--- config.mk ---
export PLATFORM = sky130hd
export DESIGN_NAME = shift_sequencer_flat
export DESIGN_NICKNAME = d
export VERILOG_FILES = /design/src/rtl/shift_sequencer_if.sv /design/src/rtl/shift_sequencer.sv /design/src/flat_wrapper.sv
export SDC_FILE = /design/constraint.sdc
export NUM_CORES = 1
export LEC_CHECK = 0
export BUFFER_PORTS_ARGS = -buffer_cell sky130_fd_sc_hd__buf_2
export CAP_MARGIN = 15
export CORE_MARGIN = 3
export CORE_UTILIZATION = 47
export DETAILED_ROUTE_END_ITERATION = 7
export PLACE_DENSITY_LB_ADDON = 0.15
export SYNTH_ARGS = -nofsm -noshare
export SYNTH_HDL_FRONTEND = slang
export SYNTH_SLANG_ARGS = --single-unit
export TNS_END_PERCENT = 5
--- constraint.sdc ---
create_clock -name c -period 2.1 [get_ports c]
set_input_delay 0.21 -clock c [delete_from_list [all_inputs] [get_ports c]]
set_output_delay 0.21 -clock c [all_outputs]
set_load 0.03 [all_outputs]
--- src/rtl/shift_sequencer_if.sv ---
// rtl/shift_sequencer_if.sv - command handshake and completion bundle for shift_sequencer
interface shift_sequencer_if #(
  parameter int W  = 8,
  parameter int CW = $clog2(W)
) ();
  logic          cmd_valid;
  logic          cmd_ready;
  logic [2:0]    cmd_op;
  logic [CW-1:0] cmd_cnt;
  logic          cmd_fill;
  logic [W-1:0]  cmd_data;
  logic          done;
  logic          err;
  logic [W-1:0]  res;

  modport master (
    output cmd_valid, cmd_op, cmd_cnt, cmd_fill, cmd_data,
    input  cmd_ready, done, err, res
  );

  modport slave (
    input  cmd_valid, cmd_op, cmd_cnt, cmd_fill, cmd_data,
    output cmd_ready, done, err, res
  );
endinterface

--- src/rtl/shift_sequencer.sv ---
// rtl/shift_sequencer.sv - sequences load/shift/rotate commands onto a universal shift register
module shift_sequencer #(
  parameter int W  = 8,
  parameter int CW = $clog2(W)
) (
  input  logic            c,
  input  logic            rst,
  shift_sequencer_if.slave cmd,
  output logic            l,
  output logic            r,
  output logic            i,
  output logic [W-1:0]    d,
  input  logic [W-1:0]    q
);
  typedef enum logic [1:0] {S_IDLE, S_RUN, S_DONE} state_e;

  localparam logic [2:0] OP_LOAD = 3'd0;
  localparam logic [2:0] OP_SHL  = 3'd1;
  localparam logic [2:0] OP_SHR  = 3'd2;
  localparam logic [2:0] OP_ROL  = 3'd3;
  localparam logic [2:0] OP_ROR  = 3'd4;
  localparam logic [2:0] OP_ASR  = 3'd5;
  localparam logic [CW-1:0] REM_ONE = CW'(1);

  state_e        state_q, state_d;
  logic [2:0]    op_q, op_d;
  logic          fill_q, fill_d;
  logic [W-1:0]  data_q, data_d;
  logic [CW-1:0] rem_q, rem_d;
  logic          err_q, err_d;
  logic          illegal;

  always_ff @(posedge c) begin
    if (rst) begin
      state_q <= S_IDLE;
      op_q    <= OP_LOAD;
      fill_q  <= 1'b0;
      data_q  <= '0;
      rem_q   <= '0;
      err_q   <= 1'b0;
    end else begin
      state_q <= state_d;
      op_q    <= op_d;
      fill_q  <= fill_d;
      data_q  <= data_d;
      rem_q   <= rem_d;
      err_q   <= err_d;
    end
  end

  assign illegal = (cmd.cmd_op > OP_ASR);
  assign d       = data_q;

  always_comb begin
    state_d       = state_q;
    op_d          = op_q;
    fill_d        = fill_q;
    data_d        = data_q;
    rem_d         = rem_q;
    err_d         = err_q;
    cmd.cmd_ready = 1'b0;
    cmd.done      = 1'b0;
    cmd.err       = 1'b0;
    cmd.res       = '0;
    l             = 1'b0;
    r             = 1'b0;
    i             = 1'b0;

    case (state_q)
      S_IDLE: begin
        cmd.cmd_ready = 1'b1;
        if (cmd.cmd_valid) begin
          op_d    = cmd.cmd_op;
          fill_d  = cmd.cmd_fill;
          data_d  = cmd.cmd_data;
          rem_d   = (cmd.cmd_op == OP_LOAD) ? REM_ONE : cmd.cmd_cnt;
          err_d   = illegal;
          // Zero-count and illegal commands skip RUN so the register is never touched.
          state_d = (rem_d != '0 && !illegal) ? S_RUN : S_DONE;
        end
      end
      S_RUN: begin
        case (op_q)
          OP_LOAD: begin l = 1'b1; r = 1'b1; end
          OP_SHL:  begin r = 1'b1; i = fill_q; end
          OP_ROL:  begin r = 1'b1; i = q[W-1]; end
          OP_SHR:  begin l = 1'b1; i = fill_q; end
          OP_ROR:  begin l = 1'b1; i = q[0]; end
          OP_ASR:  begin l = 1'b1; i = q[W-1]; end
          default: begin l = 1'b0; r = 1'b0; end
        endcase
        rem_d = rem_q - REM_ONE;
        if (rem_q == REM_ONE) begin
          state_d = S_DONE;
        end
      end
      S_DONE: begin
        cmd.done = 1'b1;
        cmd.err  = err_q;
        cmd.res  = q;
        state_d  = S_IDLE;
      end
      default: state_d = S_IDLE;
    endcase
  end
endmodule

--- src/flat_wrapper.sv ---
// flat-port wrapper written by rule: the top's interface ports become plain ports
module shift_sequencer_flat 
#(
  parameter int W  = 8,
  parameter int CW = $clog2(W)
)
  (c, rst, l, r, i, d, q, cmd_cmd_valid, cmd_cmd_op, cmd_cmd_cnt, cmd_cmd_fill, cmd_cmd_data, cmd_cmd_ready, cmd_done, cmd_err, cmd_res);
  shift_sequencer_if #(.W(W), .CW(CW)) cmd_i ();
  input  logic c;
  input  logic rst;
  output logic l;
  output logic r;
  output logic i;
  output logic [W-1:0] d;
  input  logic [W-1:0] q;
  input wire logic [$bits(cmd_i.cmd_valid)-1:0] cmd_cmd_valid;
  input wire logic [$bits(cmd_i.cmd_op)-1:0] cmd_cmd_op;
  input wire logic [$bits(cmd_i.cmd_cnt)-1:0] cmd_cmd_cnt;
  input wire logic [$bits(cmd_i.cmd_fill)-1:0] cmd_cmd_fill;
  input wire logic [$bits(cmd_i.cmd_data)-1:0] cmd_cmd_data;
  output wire logic [$bits(cmd_i.cmd_ready)-1:0] cmd_cmd_ready;
  output wire logic [$bits(cmd_i.done)-1:0] cmd_done;
  output wire logic [$bits(cmd_i.err)-1:0] cmd_err;
  output wire logic [$bits(cmd_i.res)-1:0] cmd_res;
  assign cmd_i.cmd_valid = cmd_cmd_valid;
  assign cmd_i.cmd_op = cmd_cmd_op;
  assign cmd_i.cmd_cnt = cmd_cmd_cnt;
  assign cmd_i.cmd_fill = cmd_cmd_fill;
  assign cmd_i.cmd_data = cmd_cmd_data;
  assign cmd_cmd_ready = cmd_i.cmd_ready;
  assign cmd_done = cmd_i.done;
  assign cmd_err = cmd_i.err;
  assign cmd_res = cmd_i.res;
  shift_sequencer #(.W(W), .CW(CW)) u_core (.c(c), .rst(rst), .cmd(cmd_i), .l(l), .r(r), .i(i), .d(d), .q(q));
endmodule
* Word level (Yosys, flattened, before mapping)
Index checks and enable logic that the tools add are counted.
** Operators by class
- $lt $le $gt $ge :: 1
- Reduce and logical (&&, ||, !) cells :: 14
- Equal/unequal tests :: 10
- Mux-type cells :: 17
- Add/sub/neg operators :: 1
** Operators with widths (number)
- 1-bit 2-to-1 mux :: 8
- 8-bit 2-to-1 mux :: 1
- 3-bit by 1-bit equality test with 1-bit output (second input constant) :: 2
- 3-bit by 2-bit equality test with 1-bit output (second input constant) :: 2
- 3-bit equality test (second input constant) :: 2
- 3-bit logical NOT :: 2
- 2-bit 2-to-1 mux :: 3
- 3-bit 2-to-1 mux :: 2
- 3-bit case mux with 2 select lines :: 1
- 2-bit AND reduction :: 3
- 2-bit case mux with 2 select lines :: 1
- 2-bit OR reduction :: 2
- 4-bit OR reduction :: 1
- 3-bit > comparator (second input constant) :: 1
- 1-bit case mux with 3 select lines :: 1
- 3-bit nonzero test :: 1
- 3-bit OR reduction :: 1
- 3-bit by 1-bit subtractor with 3-bit output (second input constant) :: 1
- 2-bit by 1-bit equality test with 1-bit output (second input constant) :: 1
- 2-bit equality test (second input constant) :: 1
- 2-bit logical NOT :: 1
- 2-bit by 1-bit inequality test with 1-bit output (second input constant) :: 1
- 2-bit inequality test (second input constant) :: 1
- 2-bit nonzero test :: 1
- other kinds (2) :: 2
** Storage, ports and cells
- Output and inout port bits :: 22
- Bits of input ports :: 26
- Bits in registers :: 18

* Longest topological paths before layout
- Word-level depth :: 7
- Mapped depth :: 5
- Depth with buffers taken out :: 5

* Worst setup path before layout
Ideal clock, no wire load.
- Path kind :: flip-flop to output port
- Start :: register u_core.op_q[2]
- End :: output i
- Path slack :: 0.380 ns
- Cell stages (with the launch flop) :: 4
- Buffers on the path :: 0
- Arrival time :: 1.510 ns
- Cells stage by stage :: dfxtp_1 nor2b_1 o21ai_0 a311oi_1
** On the way
- Word-level cells in the longest chain between the ends :: 4
- Elaborated cells on any way between the ends :: 9
- Classes of those cells :: eq/ne: 5; mux: 2; reduce/logical: 2
** RTL lines
- start: declaration :: RTL line shift_sequencer.sv:26 : logic [2:0] op_q, op_d;
- start signal: assignment :: RTL line shift_sequencer.sv:43 : op_q <= op_d;
- 3-bit by 2-bit equality test with 1-bit output (tied with other cells) :: RTL line shift_sequencer.sv:83 : case (op_q)
- 2-bit OR reduction (no line)
- 1-bit case mux with 3 select lines (*) :: RTL line shift_sequencer.sv:83
- 1-bit 2-to-1 mux (*) :: RTL line shift_sequencer.sv:69 : case (state_q)
- end: declaration :: RTL line flat_wrapper.sv:13 : output logic i;
Every way passes the cells marked *; elsewhere a longest branch is shown, timed or not.

* Worst setup path after layout
Same ends and word-level chain as after synthesis.

==> run metrics <==
worst r2r path cells=3; die height=~50 um; WL per Instance=roughly 12 um; # H-tree levels=1; synthesized instance count=around 120; Via-to-Cell Ratio=5.148; mux share of post-synthesis cell area=0%; number of global-route vias before repair=just under 900; I/O Pins=48; fin crit share=between 80% and 90%; Synth Area in Adders=between 2 and 3%; Worst Setup End Kind=output port; Simple-Gate Fraction of Synth Area=33.83%; reg2reg setup slack=approximately 0.68 ns; GRT Util Overall=about a fifth; Slew Limit Fails=0; DR pass1 iterations=4; syn nets=roughly 150; DP Cell Count=185; setup TNS=0 ns; grt ovf=0; Post-DRT Antenna Nets=0; R2R Path End=u_core.rem_q[2]; Hold EP=u_core.d[7]; commonest non-fill, non-tap cell in the layout=buf_2; Critical Path AT=~1.6 ns; busiest grt layer=met2; Seq/Total Area, Yosys=between 30 and 40%; Tot Pwr=0.8539 mW; layout net count=about 190; row count=15; largest net degree at the start of global routing=21; hold_sp=cmd_cmd_data[7]; die area=between 2000 and 3000 um^2; clk_skew=just over 0.009 ns; most frequent cells in the layout=buf_2, nand2_1, dfxtp_1; Setup Viol. Count Final=0; actual slew at the worst max-slew pin=0.5508 ns; hold_ws=0.1391 ns; via count=about 970; max cap viols=0; share of layout cells above drive strength 1=between 30% and 40%; CTS resizes=0; critical path fanouts, max=6; TritonCTS buffer count=3; HP Class=in2reg; initial core utilization=approximately half; area delta synth->final=28.32%; post-layout util=between 60% and 70%; cell area after synthesis=slightly above 900 um^2; hold depth=3; pwr dens=713.9 nW/um^2; Core ar.=around 1800 um^2; asr flop ratio synth=0%; Bufs on Longest Clock Path=2; final cell count without fillers=about 190; Post-synth top flop=dfxtp_1; final wirelength=~2.2 mm; combinational family with the most area after synthesis=simple AND/OR/NAND/NOR gates; outcome=finished, final reports clean; Final Hold Fails=0; EDFF count, synth=0; grt met1 use=~22%; worst r2r src=u_core.state_q[1]; drt first-iter violations=11; min Tclk post-route=1.781 ns; post-DP HPWL=~1.7 mm; maximum vdd drop=498.5 uV; Crit path required time=around 1.9 ns; RSZ-0062 raised after global routing=no; Synth Area in Compound Gates=approximately a fifth; WS Path Type=reg2out; Port-buffer cells=between 40 and 50; die width=roughly 51 um; gp weighted congestion=0.7726; Clock Latency Late Sink=between 0.2 and 0.3 ns; Fmax=561.6 MHz; CTS tree=done; Yosys cell types=29; flop and latch count out of synthesis=18; xor-xnor portion of the synthesized cell area=0%; initial antenna violation count=0; leak pwr=about 0.57 nW; Root Driver=clkbuf_4; TritonCTS Sinks=18; Syn Area/Cell=between 7 and 8 um^2; postcts setup bufs=0; CTS Hold Bufs=0; GR Util met3=a little under 3%; # diodes=0; synth warn=0; Slew HR=a little over three fifths; met2 Use GR=about a third; clock slew at reported path FFs=between 0.1 and 0.15 ns; # DRC=0; crit start category=register; first-pass GRT wire length=~3.7 mm
## critical path, stage by stage (launching register included)
cell and delay [ns]:
dfxtp_1 0.42, nor2b_1 0.24, o21ai_0 0.12, a311oi_1 0.26, buf_2 0.24
## kinds of logic after synthesis
group,after synthesis
simple gates,62
compound gates,27
flops,18
buf+inv,10
fa+ha+maj,2
## metal layers
metal | up-vias | share of wire [%]
li1 | 495 | -
met1 | 445 | 41
met2 | 27 | 53
met3 | 6 | 4.7
met4 | 0 | 1.9
met5 | - | 0
## Yosys cell counts, drive strengths merged (2+ instances only)
library cell / n / area (um^2)
nand3: 4 / 20.02
nand2b: 3 / 18.77
nor2b: 6 / 37.54
dfxtp: 18 / 360.4
a31oi: 2 / 12.51
or3: 4 / 25.02
a21oi: 14 / 70.07
nand2: 26 / 97.59
nor3: 2 / 10.01
o211ai: 2 / 15.01
clkbuf: 4 / 15.01
o21ai: 2 / 10.01
and2: 9 / 56.30
buf: 3 / 31.27
ha: 2 / 25.02
nor2: 5 / 18.77
inv: 3 / 11.26
## sequential cells by signal (all words and copies together) (netlist names)
signal / cells
u_core.err_q: 1
u_core.fill_q: 1
u_core.d: 8
u_core.op_q: 3
u_core.state_q: 2
u_core.rem_q: 3
## power by group
part	total, mW	internal, mW	switching [mW]
logic	0.246	0.0924	0.154
clock network	0.212	0.106	0.106
registers	0.396	0.372	0.0236
total	0.854	0.570	0.284
## worst max path at each step
stage | end | startpoint | slack [ns] | cells after the start
floorplan | i | u_core.op_q[2] | 0.38 | 3
global placement | u_core.rem_q[2] | u_core.state_q[1] | 0.70 | 3
detailed placement | cmd_res[2] | u_core.state_q[1] | 0.65 | 3
CTS | cmd_res[2] | u_core.state_q[1] | 0.32 | 3
global route | cmd_res[5] | u_core.state_q[1] | 0.18 | 3
finish | i | u_core.op_q[2] | 0.32 | 4
## per-stage QoR
stage          area [um^2]  setup WS, ns
6_report              1196        0.3192
5_1_grt               1196        0.1828
4_1_cts               1196        0.3180
3_5_place_dp          1160        0.6522
3_3_place_gp          1160        0.6999
2_1_floorplan        932.1        0.3800
## cell type report
type	count	area, um^2
fillers	187	605.6
flip-flops and latches	18	360.3
inverters	3	11.26
well taps	25	31.28
repair buffers	48	242.7
multi-input cells	91	514.2
clock buffers	4	36.28
No activity file was read; power rests on OpenSTA's default activity.
